<file path="config.mk">
export PLATFORM = sky130hd
export DESIGN_NAME = alu_sequencer_flat
export DESIGN_NICKNAME = d
export VERILOG_FILES = /design/src/rtl/alu_sequencer_if.sv /design/src/rtl/alu_sequencer.sv /design/src/flat_wrapper.sv
export SDC_FILE = /design/constraint.sdc
export NUM_CORES = 1
export LEC_CHECK = 0
export CORE_ASPECT_RATIO = 0.9
export CORE_UTILIZATION = 39
export DETAILED_ROUTE_END_ITERATION = 10
export PLACE_DENSITY = 0.79
export SLEW_MARGIN = 20
export SYNTH_ARGS = -nofsm -noshare
export SYNTH_HDL_FRONTEND = slang
export SYNTH_SLANG_ARGS = --single-unit
</file>
<file path="constraint.sdc">
create_clock -name clk -period 1.8 [get_ports clk]
set_input_delay 0.27 -clock clk [delete_from_list [all_inputs] [get_ports clk]]
set_output_delay 0.27 -clock clk [all_outputs]
set_load 0.02 [all_outputs]
</file>
<file path="src/rtl/alu_sequencer_if.sv">
// Bundles the command, result and ALU-drive signals of the ALU sequencer.
// The slave modport is the sequencer's view. The master modport is the view of the environment around it.
interface alu_sequencer_if #(
    parameter int BitWidth = 8
);
    logic                cmdValid;
    logic                cmdReady;
    logic [3:0]          cmdOp;
    logic [BitWidth-1:0] cmdA;
    logic [BitWidth-1:0] cmdB;
    logic                cmdUseFlags;
    logic                flagsClr;

    logic                resValid;
    logic                resReady;
    logic [BitWidth-1:0] resY;
    logic [3:0]          flagsReg;
    logic                busy;

    logic [BitWidth-1:0] aluA;
    logic [BitWidth-1:0] aluB;
    logic [3:0]          aluFuncOp;
    logic [3:0]          aluIFlags;
    logic                aluOE;
    logic [BitWidth-1:0] aluY;
    logic [3:0]          aluOFlags;

    modport slave (
        input  cmdValid, cmdOp, cmdA, cmdB, cmdUseFlags, flagsClr,
        input  resReady, aluY, aluOFlags,
        output cmdReady, resValid, resY, flagsReg, busy,
        output aluA, aluB, aluFuncOp, aluIFlags, aluOE
    );

    modport master (
        output cmdValid, cmdOp, cmdA, cmdB, cmdUseFlags, flagsClr,
        output resReady, aluY, aluOFlags,
        input  cmdReady, resValid, resY, flagsReg, busy,
        input  aluA, aluB, aluFuncOp, aluIFlags, aluOE
    );
endinterface

</file>
<file path="src/rtl/alu_sequencer.sv">
// Sequences a single command through an external ALU: latch, drive, capture, then hold the result.
// FlagsReg carries N,Z,V,C between commands so that later operations can chain on it.
module alu_sequencer #(
    parameter int BitWidth = 8
) (
    input  logic           clk,
    input  logic           rst_n,
    alu_sequencer_if.slave bus
);

    typedef enum logic [1:0] {
        IDLE    = 2'b00,
        DRIVE   = 2'b01,
        CAPTURE = 2'b10,
        HOLD    = 2'b11
    } state_e;

    state_e              state_q, state_d;
    logic [3:0]          op_q, op_d;
    logic [BitWidth-1:0] a_q, a_d;
    logic [BitWidth-1:0] b_q, b_d;
    logic                useFlags_q, useFlags_d;
    logic [BitWidth-1:0] resY_q, resY_d;
    logic [3:0]          flags_q, flags_d;

    logic                cmdReady;
    logic                resValid;
    logic                busy;
    logic                aluOE;

    always_ff @(posedge clk or negedge rst_n) begin
        if (!rst_n) begin
            state_q <= IDLE;
        end else begin
            state_q <= state_d;
        end
    end

    always_ff @(posedge clk or negedge rst_n) begin
        if (!rst_n) begin
            op_q       <= '0;
            a_q        <= '0;
            b_q        <= '0;
            useFlags_q <= 1'b0;
            resY_q     <= '0;
            flags_q    <= '0;
        end else begin
            op_q       <= op_d;
            a_q        <= a_d;
            b_q        <= b_d;
            useFlags_q <= useFlags_d;
            resY_q     <= resY_d;
            flags_q    <= flags_d;
        end
    end

    // A flags clear in IDLE happens on the same edge as an acceptance.
    // Because of this, the accepted command already sees cleared flags in DRIVE.
    always_comb begin
        state_d    = state_q;
        op_d       = op_q;
        a_d        = a_q;
        b_d        = b_q;
        useFlags_d = useFlags_q;
        resY_d     = resY_q;
        flags_d    = flags_q;
        case (state_q)
            IDLE: begin
                if (bus.flagsClr) begin
                    flags_d = '0;
                end
                if (bus.cmdValid) begin
                    op_d       = bus.cmdOp;
                    a_d        = bus.cmdA;
                    b_d        = bus.cmdB;
                    useFlags_d = bus.cmdUseFlags;
                    state_d    = DRIVE;
                end
            end
            DRIVE: begin
                state_d = CAPTURE;
            end
            CAPTURE: begin
                resY_d  = bus.aluY;
                flags_d = bus.aluOFlags;
                state_d = HOLD;
            end
            HOLD: begin
                if (bus.resReady) begin
                    state_d = IDLE;
                end
            end
            default: begin
                state_d = IDLE;
            end
        endcase
    end

    // cmdReady is held low while reset is asserted, even though the state register already reads IDLE.
    always_comb begin
        cmdReady = 1'b0;
        resValid = 1'b0;
        busy     = 1'b1;
        aluOE    = 1'b0;
        case (state_q)
            IDLE: begin
                cmdReady = rst_n;
                busy     = 1'b0;
            end
            DRIVE,
            CAPTURE: begin
                aluOE = 1'b1;
            end
            HOLD: begin
                resValid = 1'b1;
            end
            default: begin
                busy = 1'b1;
            end
        endcase
    end

    assign bus.cmdReady  = cmdReady;
    assign bus.resValid  = resValid;
    assign bus.busy      = busy;
    assign bus.aluOE     = aluOE;
    assign bus.resY      = resY_q;
    assign bus.flagsReg  = flags_q;
    assign bus.aluA      = a_q;
    assign bus.aluB      = b_q;
    assign bus.aluFuncOp = op_q;
    assign bus.aluIFlags = useFlags_q ? flags_q : 4'b0000;

endmodule

</file>
<file path="src/flat_wrapper.sv">
// flat-port wrapper written by rule: the top's interface ports become plain ports
module alu_sequencer_flat 
#(
    parameter int BitWidth = 8
)
  (clk, rst_n, bus_cmdValid, bus_cmdOp, bus_cmdA, bus_cmdB, bus_cmdUseFlags, bus_flagsClr, bus_resReady, bus_aluY, bus_aluOFlags, bus_cmdReady, bus_resValid, bus_resY, bus_flagsReg, bus_busy, bus_aluA, bus_aluB, bus_aluFuncOp, bus_aluIFlags, bus_aluOE);
  alu_sequencer_if #(.BitWidth(BitWidth)) bus_i ();
  input  logic clk;
  input  logic rst_n;
  input wire logic [$bits(bus_i.cmdValid)-1:0] bus_cmdValid;
  input wire logic [$bits(bus_i.cmdOp)-1:0] bus_cmdOp;
  input wire logic [$bits(bus_i.cmdA)-1:0] bus_cmdA;
  input wire logic [$bits(bus_i.cmdB)-1:0] bus_cmdB;
  input wire logic [$bits(bus_i.cmdUseFlags)-1:0] bus_cmdUseFlags;
  input wire logic [$bits(bus_i.flagsClr)-1:0] bus_flagsClr;
  input wire logic [$bits(bus_i.resReady)-1:0] bus_resReady;
  input wire logic [$bits(bus_i.aluY)-1:0] bus_aluY;
  input wire logic [$bits(bus_i.aluOFlags)-1:0] bus_aluOFlags;
  output wire logic [$bits(bus_i.cmdReady)-1:0] bus_cmdReady;
  output wire logic [$bits(bus_i.resValid)-1:0] bus_resValid;
  output wire logic [$bits(bus_i.resY)-1:0] bus_resY;
  output wire logic [$bits(bus_i.flagsReg)-1:0] bus_flagsReg;
  output wire logic [$bits(bus_i.busy)-1:0] bus_busy;
  output wire logic [$bits(bus_i.aluA)-1:0] bus_aluA;
  output wire logic [$bits(bus_i.aluB)-1:0] bus_aluB;
  output wire logic [$bits(bus_i.aluFuncOp)-1:0] bus_aluFuncOp;
  output wire logic [$bits(bus_i.aluIFlags)-1:0] bus_aluIFlags;
  output wire logic [$bits(bus_i.aluOE)-1:0] bus_aluOE;
  assign bus_i.cmdValid = bus_cmdValid;
  assign bus_i.cmdOp = bus_cmdOp;
  assign bus_i.cmdA = bus_cmdA;
  assign bus_i.cmdB = bus_cmdB;
  assign bus_i.cmdUseFlags = bus_cmdUseFlags;
  assign bus_i.flagsClr = bus_flagsClr;
  assign bus_i.resReady = bus_resReady;
  assign bus_i.aluY = bus_aluY;
  assign bus_i.aluOFlags = bus_aluOFlags;
  assign bus_cmdReady = bus_i.cmdReady;
  assign bus_resValid = bus_i.resValid;
  assign bus_resY = bus_i.resY;
  assign bus_flagsReg = bus_i.flagsReg;
  assign bus_busy = bus_i.busy;
  assign bus_aluA = bus_i.aluA;
  assign bus_aluB = bus_i.aluB;
  assign bus_aluFuncOp = bus_i.aluFuncOp;
  assign bus_aluIFlags = bus_i.aluIFlags;
  assign bus_aluOE = bus_i.aluOE;
  alu_sequencer #(.BitWidth(BitWidth)) u_core (.clk(clk), .rst_n(rst_n), .bus(bus_i));
endmodule
</file>
==> results of run 1 <==
==> stage by stage <==
step,total power [mW],setup slack [ns],util
2_1_floorplan,2.89,0.276,-
3_5_place_dp,4.06,0.0796,0.633
3_3_place_gp,3.98,0.118,0.633
5_1_grt,4.88,0.0113,0.659
6_report,4.60,0.0959,0.659
4_1_cts,4.66,0.0335,0.659
==> final cells by class <==
| type | count | area (sq um) | share of cell area |
|---|---|---|---|
| inverter | 4 | 15.0 | 0.00611 |
| timing repair buffer | 82 | 811 | 0.330 |
| tap | 46 | 57.6 | 0.0234 |
| sequential | 35 | 876 | 0.356 |
| multi-input combinational | 57 | 599 | 0.244 |
| clock buffer | 8 | 100 | 0.0407 |
==> critical path, delay by kind of cell (launching register included) <==
family                 cells  cell delay (ns)
AND/OR/NAND/NOR            1             0.16
buffers and inverters      1             0.60
flip-flops                 1             0.40
==> cells by family after synthesis <==
kind of cell | count (synthesis) | synth area share
adders and majority gates | 5 | 0.0412
buffers and inverters | 7 | 0.0280
DFF | 35 | 0.577
AOI/OAI and AO/OA | 5 | 0.0214
and+or+nand+nor | 15 | 0.0470
muxes | 32 | 0.285
==> layer usage <==
layer	global-route usage	vias up	wire [um]
met3	0.0444	5	172
met5	0	-	0
met2	0.311	38	1780
li1	-	508	-
met1	0.163	529	1320
met4	0.0729	0	49
==> Yosys cell counts (2+ instances only) <==
library cell,n
inv_1,4
mux2_2,9
o21ai_0,4
nand2_1,8
mux2_4,20
dfrtp_1,35
buf_6,2
and2_1,5
mux2i_1,2
ha_1,5
==> repair_timing <==
| item | 4_1_cts | 5_1_grt |
|---|---|---|
| hold buffers | 0 | 0 |
| gates resized for setup | 3 | 3 |
| endpoints found under the setup margin | 3 | 2 |
==> cells in the final DEF (no fill, tap or decap), drive strengths merged <==
master	Yosys	routed
buf	3	6
and2	5	5
dlymetal6s2s	0	1
clkdlybuf4s50	0	72
dlygate4sd2	0	2
clkbuf	0	9
o21ai	4	4
inv	4	4
mux2i	2	2
dfrtp	35	35
mux2	30	30
nand2	9	9
ha	5	5
nor2	1	1
o22ai	1	1
==> report_power, final <==
group	internal [mW]	switching [mW]	leakage, nW
clock	0.349	0.259	0.0515
sequential	1.19	0.238	0.419
combinational	1.44	1.13	0.665
total	2.97	1.63	1.14
==> path summary, 6_finish.rpt <==
check	depth (start not counted)	from	slack [ns]	end
min reg2reg	2	u_core.bus.flagsReg[1]$_DFFE_PN0P_	0.51	u_core.bus.flagsReg[1]$_DFFE_PN0P_
max reg2reg	6	u_core.state_q[1]$_DFFE_PN0P_	0.21	u_core.bus.aluB[1]$_DFFE_PN0P_
max	2	u_core.useFlags_q$_DFFE_PN0P_	0.1	bus_aluIFlags[0]
min in group clk	2	u_core.bus.flagsReg[1]$_DFFE_PN0P_	0.51	u_core.bus.flagsReg[1]$_DFFE_PN0P_
max in group asynchronous	2	rst_n	1.44	u_core.bus.resY[6]$_DFFE_PN0N_
min	2	rst_n	0.05	u_core.bus.aluB[1]$_DFFE_PN0P_
==> registers in the layout (all words and copies together) (netlist names) <==
name                  flops
u_core.useFlags_q         1
u_core.bus.aluA           8
u_core.bus.aluFuncOp      4
u_core.state_q            2
u_core.bus.aluB           8
u_core.bus.flagsReg       4
u_core.bus.resY           8
==> results_dict.tcl, run 1 <==
set metrics [dict create \
    routedWlPerCell_um 14.3 \
    grt_use_total 0.162 \
    wl_um 3320 \
    drive_above_1_share 0.242 \
    synth_edf_count 0 \
    io_pins 78 \
    synthTopCellsByArea "dfrtp_1 58%, mux2_4 20%, mux2_2 6.7%" \
    cts_inserted_buffers 5 \
    synth_area_sq_um 1520 \
    first_global_vias 1072 \
    clkLatencyLatePin_ns 0.27 \
    vias_per_cell 4.66 \
    area_delta_synth_final_pct 62.0 \
    finalHoldViolations 0 \
    drtPass1Iterations 4 \
    cts_root_buffer "clkbuf_8" \
    async_flop_share 1.00 \
    ant_nets 0 \
    worstPathMaxFanout 5 \
    initial_core_util 0.407 \
    synth-main-ff-cell "dfrtp_1" \
    fp.dieW_um 67.8 \
    io_buffers 77 \
    syn_inst 99 \
    fin_area_sq_um 2460 \
    seq_area_frac_synth 0.577 \
    vdd_drop_max_mv 1.03 \
    crit_chain "and2_1 -> clkdlybuf4s50_1" \
    die-area_sq_um 4150 \
    clock_path_buffers 2 \
    grt_overflow 0 \
    yosys_warnings 0 \
    vias 1080 \
    placement_rows 21 \
    fin_cells 232 \
    critPathCaptureType "output port" \
    slew_viol_final 0 \
    post_dp_cell_area_sq_um 2360 \
    hpwlAfterDp_um 2520 \
    hold_class "in -> async" \
    grt_pass1_wl_um 4770 \
    post-route-period-util 0.947 \
    tns_ns 0 \
    core_sq_um 3730 \
    ys_types 15 \
    critPathSlowestCell "clkdlybuf4s50_1" \
    slowest_delay_ns 0.60 \
    avgSynthCellArea_sq_um 15.3 \
    required_ns 1.53 \
    synth-seq-cells 35 \
    finalClockSkew_ns 0.00197 \
    p_leak_nw 1.14 \
    slew_headroom 0.705 \
    timing.final.crit_period_ns 1.70 \
    dp.cells 224 \
    fmax_mhz 587 \
    tightestPinTransition_ns 0.443 \
    num_antenna_cells 0 \
    drc 0 \
    syn-num-nets 142 \
    cap_violations 0 \
    nFillCells 273 \
    synth_top_area_frac 0.577 \
    drtIter0Drc 17 \
    cts_tree "built" \
    rsz0062_at_grt "no" \
    crit_path_start_kind "flop" \
    status "completed" \
    yosysTopAreaCell "dfrtp_1" \
    setup_viol 0 \
    cts.clk_slew.worst_paths_ns 0.07 \
    post_cts_buffers 0 \
    p_per_area_nw_per_um2 1870 \
    die_y_um 61.2 \
    grt_max_degree 36 \
    hold_ws_ns 0.0511 \
    clkSinkCount 35 \
    crit_type "reg -> out" \
    nets 228 \
    htreeDepth 2 \
    grt_antenna_before_repair 0 \
    gp_congestion 0.636 \
    arrival_ns 1.43 \
]
Note: power is estimated with default switching activity, not from simulation.
==> run 2, diff against run 1 <==
--- a/config.mk
+++ b/config.mk
@@ -9,6 +9,7 @@
 export CORE_UTILIZATION = 39
 export DETAILED_ROUTE_END_ITERATION = 10
 export PLACE_DENSITY = 0.79
+export SKIP_CTS_REPAIR_TIMING = 1
 export SLEW_MARGIN = 20
 export SYNTH_ARGS = -nofsm -noshare
 export SYNTH_HDL_FRONTEND = slang
==> results_dict.tcl, run 2 (synthesis gave the netlist of run 1 again) <==
set metrics [dict create \
    fin_cells 232 \
    fin_area_sq_um 2470 \
    fin_ws_ns 0.0962 \
    cts_tree "built" \
    wl_um 3320 \
    crit_path_start_kind "flop" \
    slowest_delay_ns 0.60 \
    placement_rows 21 \
    grtUsageMet1 0.162 \
    slew_viol_final 0 \
    fp.dieW_um 67.8 \
    hpwlAfterDp_um 2520 \
    tns_ns 0 \
    nFillCells 267 \
    status "completed" \
    grt_pass1_wl_um 4760 \
    num_antenna_cells 0 \
    required_ns 1.53 \
    vias_per_cell 4.66 \
    drtIter0Drc 18 \
    io_pins 78 \
    drive_above_1_share 0.237 \
    cap_violations 0 \
    grt_overflow 0 \
    finalHoldViolations 0 \
    vias 1080 \
    grt_use_total 0.162 \
    die-area_sq_um 4150 \
    finalPower_mw 4.62 \
    p_per_area_nw_per_um2 1870 \
    crit_type "reg -> out" \
    path_delay_family "buffers and inverters" \
    tightestPinTransition_ns 0.444 \
    grt_antenna_before_repair 0 \
    nets 228 \
    drtPass1Iterations 4 \
    pre_cts_slack_ns 0.0796 \
    clkLatencyLatePin_ns 0.28 \
    mostFrequentLayoutCell "clkdlybuf4s50_1" \
    finalClockSkew_ns 0.00209 \
    htreeDepth 2 \
    final_cell_mix "72 x clkdlybuf4s50_1, 35 x dfrtp_1, 20 x mux2_4" \
    area_delta_synth_final_pct 63.0 \
    cts.clk_slew.worst_paths_ns 0.07 \
    rsz0062_at_grt "no" \
    crit_chain "and2_1 -> clkdlybuf4s50_1" \
    hold_class "in -> async" \
    drc 0 \
    initial_core_util 0.407 \
    crit_buf_inv 1 \
    critPathSlowestCell "clkdlybuf4s50_1" \
    vdd_drop_max_mv 1.06 \
    cts_inserted_buffers 5 \
    clock_path_buffers 2 \
    grt_busiest_layer "met2" \
    gp_congestion 0.636 \
    ant_nets 0 \
    r2r_start "u_core.state_q[1]$_DFFE_PN0P_" \
    multiInputGateArea_sq_um 599 \
    fin_util 0.663 \
    die_y_um 61.2 \
    seq_area_sq_um 876 \
    slew_headroom 0.704 \
    use_met2 0.311 \
    grtUsageMet3 0.0444 \
    fmax_mhz 587 \
    grt_max_degree 36 \
    core_sq_um 3730 \
    cts_root_buffer "clkbuf_8" \
    clkSinkCount 35 \
    p_leak_nw 1.16 \
    critPathLaunch "u_core.useFlags_q$_DFFE_PN0P_" \
    post-route-period-util 0.947 \
    arrival_ns 1.43 \
    setup_viol 0 \
    dp.cells 224 \
    critPathCaptureType "output port" \
    worstPathMaxFanout 5 \
    routedWlPerCell_um 14.3 \
    io_buffers 77 \
    first_global_vias 1072 \
    timing.final.crit_period_ns 1.70 \
    hold_ws_ns 0.0510 \
    post_dp_cell_area_sq_um 2360 \
]
==> run 2: power by group <==
| part | internal, mW | switching, mW | total (mW) |
|---|---|---|---|
| logic | 1.46 | 1.13 | 2.59 |
| clock network | 0.349 | 0.260 | 0.609 |
| registers | 1.19 | 0.238 | 1.43 |
==> run 2: metal layers <==
metal / part of all wire / routed length (um) / vias to the layer above
met3: 0.052 / 172 / 5
met5: 0 / 0 / -
met1: 0.40 / 1330 / 529
li1: - / - / 508
met2: 0.53 / 1770 / 38
met4: 0.015 / 49 / 0
==> run 2: area by class of cell <==
| type | instances | share of cell area |
|---|---|---|
| multi-input combinational | 57 | 0.242 |
| clock buffer | 8 | 0.0405 |
| inverter | 4 | 0.00607 |
| timing repair buffer | 82 | 0.334 |
| sequential | 35 | 0.354 |
| tap | 46 | 0.0233 |
==> run 2: final timing paths <==
check	to	slack (ns)	depth (start not counted)
max	bus_aluIFlags[0]	0.1	2
min	u_core.bus.aluB[1]$_DFFE_PN0P_	0.05	2
max reg2reg	u_core.bus.aluB[1]$_DFFE_PN0P_	0.21	6
min reg2reg	u_core.bus.flagsReg[1]$_DFFE_PN0P_	0.51	2
max in group asynchronous	u_core.bus.resY[0]$_DFFE_PN0N_	1.44	2
min in group clk	u_core.bus.flagsReg[1]$_DFFE_PN0P_	0.51	2
